===== src/rtl/dr_pkg.sv =====
// Shared types and constants for the clocked dual-rail adder.
package dr_pkg;

    typedef enum logic [2:0] {
        IDLE,
        EVAL,
        DONE,
        NULL,
        ERR
    } state_t;

    localparam logic [1:0] DR_SPACER  = 2'b00;
    localparam logic [1:0] DR_ZERO    = 2'b01;
    localparam logic [1:0] DR_ONE     = 2'b10;
    localparam logic [1:0] DR_ILLEGAL = 2'b11;

    // Ceiling log2 with a floor of 1 so a counter always has at least one bit.
    function automatic int unsigned clog2(input int unsigned v);
        int unsigned r;
        r = 1;
        for (int i = 1; i < 32; i++) begin
            if ((64'(1) << (i - 1)) < 64'(v)) begin
                r = 32'(i);
            end
        end
        return r;
    endfunction

endpackage


===== src/rtl/dr_cd_pdr.sv =====
// Combinational completion detector over a W-bit dual-rail vector.
module dr_cd_pdr
    import dr_pkg::*;
#(
    parameter int unsigned W = 16
) (
    input  logic [W-1:0] x_1,
    input  logic [W-1:0] x_0,
    output logic         all_valid,
    output logic         all_spacer,
    output logic         any_illegal
);

    logic [1:0] rail;

    always_comb begin
        all_valid   = 1'b1;
        all_spacer  = 1'b1;
        any_illegal = 1'b0;
        rail        = DR_SPACER;
        for (int i = 0; i < int'(W); i++) begin
            rail = {x_1[i], x_0[i]};
            if (rail != DR_ZERO && rail != DR_ONE) begin
                all_valid = 1'b0;
            end
            if (rail != DR_SPACER) begin
                all_spacer = 1'b0;
            end
            if (rail == DR_ILLEGAL) begin
                any_illegal = 1'b1;
            end
        end
    end

endmodule


===== src/rtl/dr_adder_sync_pdr.sv =====
// Clocked dual-rail adder/subtractor with four-phase go/done handshake,
// stable-completion qualification, illegal-codeword and timeout detection.
module dr_adder_sync_pdr
    import dr_pkg::*;
#(
    parameter int unsigned WIDTH      = 8,
    parameter int unsigned STABLE_CYC = 2,
    parameter int unsigned TIMEOUT    = 15,
    parameter int unsigned SUB_EN     = 1
) (
    input  logic             clk,
    input  logic             reset_not,
    input  logic             go,
    input  logic             sub,
    input  logic [WIDTH-1:0] a_1,
    input  logic [WIDTH-1:0] a_0,
    input  logic [WIDTH-1:0] b_1,
    input  logic [WIDTH-1:0] b_0,
    output logic [WIDTH:0]   s_1,
    output logic [WIDTH:0]   s_0,
    output logic             done,
    output logic             err
);

    localparam int unsigned SW        = WIDTH + 1;
    localparam int unsigned SCW       = clog2(STABLE_CYC + 1);
    localparam int unsigned TCW       = clog2(TIMEOUT + 1);
    localparam int unsigned STAB_LAST = (STABLE_CYC == 0) ? 0 : STABLE_CYC - 1;
    localparam int unsigned TMO_LAST  = (TIMEOUT == 0) ? 0 : TIMEOUT - 1;

    state_t           state;
    logic             go_meta;
    logic             go_sync;
    logic             go_sync_d;
    logic             go_rise;
    logic             sub_q;
    logic [SCW-1:0]   stab_cnt;
    logic [TCW-1:0]   tmo_cnt;
    logic             stab_last;
    logic             tmo_hit;
    logic             all_valid;
    logic             all_spacer;
    logic             any_illegal;
    logic [WIDTH-1:0] b_eff;
    logic [WIDTH:0]   sum_c;

    dr_cd_pdr #(
        .W (2 * WIDTH)
    ) u_cd (
        .x_1         ({a_1, b_1}),
        .x_0         ({a_0, b_0}),
        .all_valid   (all_valid),
        .all_spacer  (all_spacer),
        .any_illegal (any_illegal)
    );

    // Two-flop synchroniser plus a delayed copy for edge detection.
    always_ff @(posedge clk) begin
        if (!reset_not) begin
            go_meta   <= 1'b0;
            go_sync   <= 1'b0;
            go_sync_d <= 1'b0;
        end else begin
            go_meta   <= go;
            go_sync   <= go_meta;
            go_sync_d <= go_sync;
        end
    end

    assign go_rise   = go_sync & ~go_sync_d;
    assign stab_last = (stab_cnt == SCW'(STAB_LAST));
    assign tmo_hit   = (TIMEOUT != 0) && (tmo_cnt == TCW'(TMO_LAST));

    // Rails decode to binary via the 1-rail; subtract is a + ~b + 1.
    always_comb begin
        b_eff = sub_q ? ~b_1 : b_1;
        sum_c = SW'(a_1) + SW'(b_eff) + SW'(sub_q);
    end

    always_ff @(posedge clk) begin
        if (!reset_not) begin
            state    <= IDLE;
            s_1      <= '0;
            s_0      <= '0;
            done     <= 1'b0;
            err      <= 1'b0;
            sub_q    <= 1'b0;
            stab_cnt <= '0;
            tmo_cnt  <= '0;
        end else begin
            case (state)
                IDLE: begin
                    if (go_rise) begin
                        state    <= EVAL;
                        sub_q    <= (SUB_EN != 0) ? sub : 1'b0;
                        stab_cnt <= '0;
                        tmo_cnt  <= '0;
                    end
                end
                EVAL: begin
                    tmo_cnt  <= tmo_cnt + TCW'(1);
                    stab_cnt <= all_valid ? stab_cnt + SCW'(1) : '0;
                    // Errors take priority over a completion on the same cycle.
                    if (any_illegal || tmo_hit || !go_sync) begin
                        state <= ERR;
                        s_1   <= '0;
                        s_0   <= '0;
                        done  <= 1'b0;
                        err   <= 1'b1;
                    end else if (all_valid && stab_last) begin
                        state <= DONE;
                        s_1   <= sum_c;
                        s_0   <= ~sum_c;
                        done  <= 1'b1;
                    end
                end
                DONE: begin
                    if (!go_sync) begin
                        state    <= NULL;
                        s_1      <= '0;
                        s_0      <= '0;
                        stab_cnt <= '0;
                        tmo_cnt  <= '0;
                    end
                end
                NULL: begin
                    tmo_cnt  <= tmo_cnt + TCW'(1);
                    stab_cnt <= all_spacer ? stab_cnt + SCW'(1) : '0;
                    if (any_illegal || tmo_hit) begin
                        state <= ERR;
                        s_1   <= '0;
                        s_0   <= '0;
                        done  <= 1'b0;
                        err   <= 1'b1;
                    end else if (all_spacer && stab_last) begin
                        state <= IDLE;
                        done  <= 1'b0;
                    end
                end
                ERR: begin
                    s_1  <= '0;
                    s_0  <= '0;
                    done <= 1'b0;
                    err  <= 1'b1;
                end
                default: begin
                    state <= IDLE;
                end
            endcase
        end
    end

endmodule


===== config.mk =====
export PLATFORM = sky130hd
export DESIGN_NAME = dr_adder_sync_pdr
export DESIGN_NICKNAME = d
export VERILOG_FILES = /design/src/rtl/dr_pkg.sv /design/src/rtl/dr_cd_pdr.sv /design/src/rtl/dr_adder_sync_pdr.sv
export SDC_FILE = /design/constraint.sdc
export NUM_CORES = 1
export LEC_CHECK = 0
export CAP_MARGIN = 0
export CORE_MARGIN = 10
export CORE_UTILIZATION = 40
export DETAILED_ROUTE_END_ITERATION = 6
export GPL_ROUTABILITY_DRIVEN = 0
export PLACE_DENSITY = 0.73
export RECOVER_POWER = 25
export SLEW_MARGIN = 10
export SYNTH_ARGS = -nofsm -noshare
export SYNTH_HDL_FRONTEND = slang
export SYNTH_SLANG_ARGS = --single-unit
export TNS_END_PERCENT = 1

===== constraint.sdc =====
create_clock -name clk -period 3.4 [get_ports clk]
set_clock_uncertainty 0.05 [all_clocks]
set_input_delay 0.85 -clock clk [delete_from_list [all_inputs] [get_ports clk]]
set_output_delay 0.85 -clock clk [all_outputs]
set_load 0.05 [all_outputs]

==> impl_metrics.json <==
{
  "cts_resized": 0,
  "dpl_cell_area_mm2": 0.00311,
  "netlist_area_mm2": 0.00246,
  "drt_iter0_markers": 62,
  "rsz0062_at_grt": "false",
  "fmax_ghz": 0.326,
  "hp-class": "flip-flop to flip-flop",
  "diodes": 0,
  "fin_crit_sh_pct": 90.3,
  "start_kind": "input pin",
  "drt-wirelength-per-cell_um": 14.4,
  "finalMaxSlewViolations": 0,
  "tightestPinTransition_ns": 0.585,
  "clkTransAtPathRegs_ns": 0.07,
  "grt.total_usage_pct": 12.3,
  "portBuffers": 55,
  "ios": 56,
  "grt_max_degree": 16,
  "numCtsBuffers": 5,
  "core_mm2": 0.00596,
  "worst_ep_arrival_time_ns": 3.20,
  "die_h_um": 98.4,
  "drive_above_1_share_pct": 9.55,
  "synth_nets": 352,
  "antenna_found_initial": 0,
  "clock_path_buffers": 2,
  "htreeDepth": 2,
  "r2r_start": "sub_q",
  "vdd_drop_max_v": 0.000181,
  "synthToLayoutAreaGrowth_pct": 31.5,
  "cts_tree": "done",
  "tns_ns": 0,
  "cp.required_ns": 3.53,
  "drt_pass1_iterations": 4,
  "hold_path_startpoint": "go_meta",
  "ys_ff_latch": 33,
  "clock-root-buffer": "clkbuf_8",
  "maxCapViolCount": 0,
  "final_util_pct": 54.2,
  "dp_slack_ns": 0.0218,
  "p_leak_nw": 1.44,
  "num_vias": 2093,
  "setup_violations": 0,
  "viasPerCell": 5.10,
  "fin_crit_ns": 3.07,
  "initial_core_util_pct": 41.2,
  "critPathMaxStageDelay_ns": 0.56,
  "slew_headroom_pct": 61.0,
  "post_cts_buffers": 0,
  "hold_buffers": 0,
  "crit_path_start": "a_1[2]",
  "yosys_warnings": 0,
  "drc": 0,
  "num_rows": 28,
  "grt_pass1_vias": 2080,
  "path_class": "input pin to flip-flop",
  "die_x_um": 98.4,
  "fillCellCount": 565,
  "powerDensity_mw_per_mm2": 316,
  "final_area_mm2": 0.00323,
  "finalHoldViolCount": 0,
  "netlist_instances": 273,
  "dp_hpwl_um": 5000,
  "nNetsFinal": 413,
  "cts_sinks": 33,
  "antenna_left": 0,
  "ys_types": 49,
  "setup_ws_ns": 0.331,
  "crit_slowest_cell": "or4_4",
  "grt_pass1_wl_um": 10200,
  "critPathCaptureType": "flip-flop",
  "path_cells": "clkdlybuf4s50_1 > inv_1 > ha_1 > nand4_1 > or4_4 > o2111ai_4 > a21oi_4 > and2_4 > a22o_2",
  "total_power_mw": 1.02,
  "synth_area_per_cell_um2": 9.00,
  "status": "finished clean",
  "grt.overflow.total": 0,
  "wl_um": 5920,
  "dieArea_mm2": 0.00967,
  "clock_latency_ns": 0.29,
  "ys_seq_area_share_pct": 26.9,
  "path_max_fanout": 14
}
==> per-stage QoR <==
step	instances	hold WS (ns)
3_3_place_gp	402	0.377
5_1_grt	410	0.433
6_report	410	0.402
4_1_cts	410	0.406
2_1_floorplan	273	0.362
3_5_place_dp	402	0.378
==> layout make-up <==
| type | count | area [µm²] | area share [%] |
|---|---|---|---|
| Clock buffer | 6 | 82.6 | 2.56 |
| Clock inverter | 2 | 37.5 | 1.16 |
| Inverter | 37 | 139 | 4.30 |
| Multi-Input combinational cell | 192 | 1600 | 49.4 |
| Sequential cell | 33 | 661 | 20.4 |
| Tap cell | 75 | 93.8 | 2.90 |
| Timing Repair Buffer | 65 | 622 | 19.2 |
==> critical path: cells and delay by family <==
kind,cells,cell delay [ns]
simple gates,3,0.90
compound gates,3,0.58
buf+inv,2,0.57
fa+ha+maj,1,0.28
==> metal layers <==
layer | GRT usage, % | share of wire [%]
met5 | 0 | 0
met4 | 4.19 | 1.2
met3 | 2.54 | 3.8
met2 | 21.7 | 51
met1 | 14.3 | 44
==> cells by family (layout without fill, tap and decap cells) <==
logic type | Yosys count | count (layout) | share of synthesized area, %
adders and majority gates | 43 | 43 | 22.2
xor gates and xnor gates | 14 | 14 | 4.99
DFF | 33 | 33 | 26.9
buffers and inverters | 48 | 110 | 8.15
and+or+nand+nor | 75 | 75 | 18.7
AOI/OAI and AO/OA | 58 | 58 | 18.2
muxes | 2 | 2 | 0.866
==> state kept, by name (all words and copies together) (netlist names) <==
| register | count |
|---|---|
| tmo_cnt | 4 |
| s_0 | 9 |
| sub_q | 1 |
| s_1 | 9 |
| go_sync_d | 1 |
| go_sync | 1 |
| stab_cnt | 2 |
| done | 1 |
| go_meta | 1 |
| err | 1 |
| state | 3 |
==> cell usage in the layout, fill, tap and decap left out, types with 4 or more instances in the layout <==
master,count
o21a_1,5
a211oi_1,4
inv_1,37
clkbuf_8,6
xnor2_1,5
and2_1,7
o2bb2ai_1,7
o21ai_0,9
clkdlybuf4s50_1,49
a21o_1,4
ha_1,42
nand2b_1,10
a21oi_1,8
nand3_1,7
nor2b_1,7
nor4_1,5
nand4_1,7
xor2_1,9
nor2_1,6
dfxtp_1,33
a22o_2,4
buf_4,9
dlygate4sd3_1,6
nand2_1,8
==> path summary, 6_finish.rpt <==
| check | cells past startpoint | slack (ns) | endpoint |
|---|---|---|---|
| setup / recovery | 9 | 0.33 | s_1[3] |
| hold / removal | 1 | 0.40 | go_sync |
| setup reg to reg | 9 | 0.91 | s_0[8] |
| hold reg to reg | 1 | 0.40 | go_sync |
==> synthesized netlist by cell type (all sizes together) <==
master	number	area [µm²]
o21ai	9	45.0
or2	2	12.5
a311oi	1	8.76
o311a	1	10.0
a211o	1	8.76
o2111ai	2	35.0
nand4	8	56.3
nand2b	10	62.6
o21a	5	37.5
clkbuf	8	30.0
nand3	7	35.0
xnor2	5	43.8
and4	1	8.76
and3	1	6.26
ha	42	526
a31oi	2	12.5
nand2	8	30.0
xor2	9	78.8
or4	3	30.0
o31ai	3	22.5
inv	37	139
nor2	7	33.8
and2	10	65.1
and2b	1	7.51
nor4	6	43.8
o2bb2ai	7	61.3
buf	3	31.3
a21o	4	30.0
nand4b	1	8.76
dfxtp	33	661
nor3	3	15.0
fa	1	20.0
a22o	7	66.3
a21oi	9	56.3
mux2i	1	10.0
mux2	1	11.3
nor2b	7	43.8
a211oi	4	30.0
a21boi	3	22.5
==> power by group <==
part | total, mW | leakage (nW) | internal, mW | switching, mW
Sequential | 0.400 | 0.267 | 0.392 | 0.00808
Clock | 0.391 | 0.0574 | 0.238 | 0.152
Combinational | 0.231 | 1.11 | 0.114 | 0.117
Power figures use the tool's default switching activity.
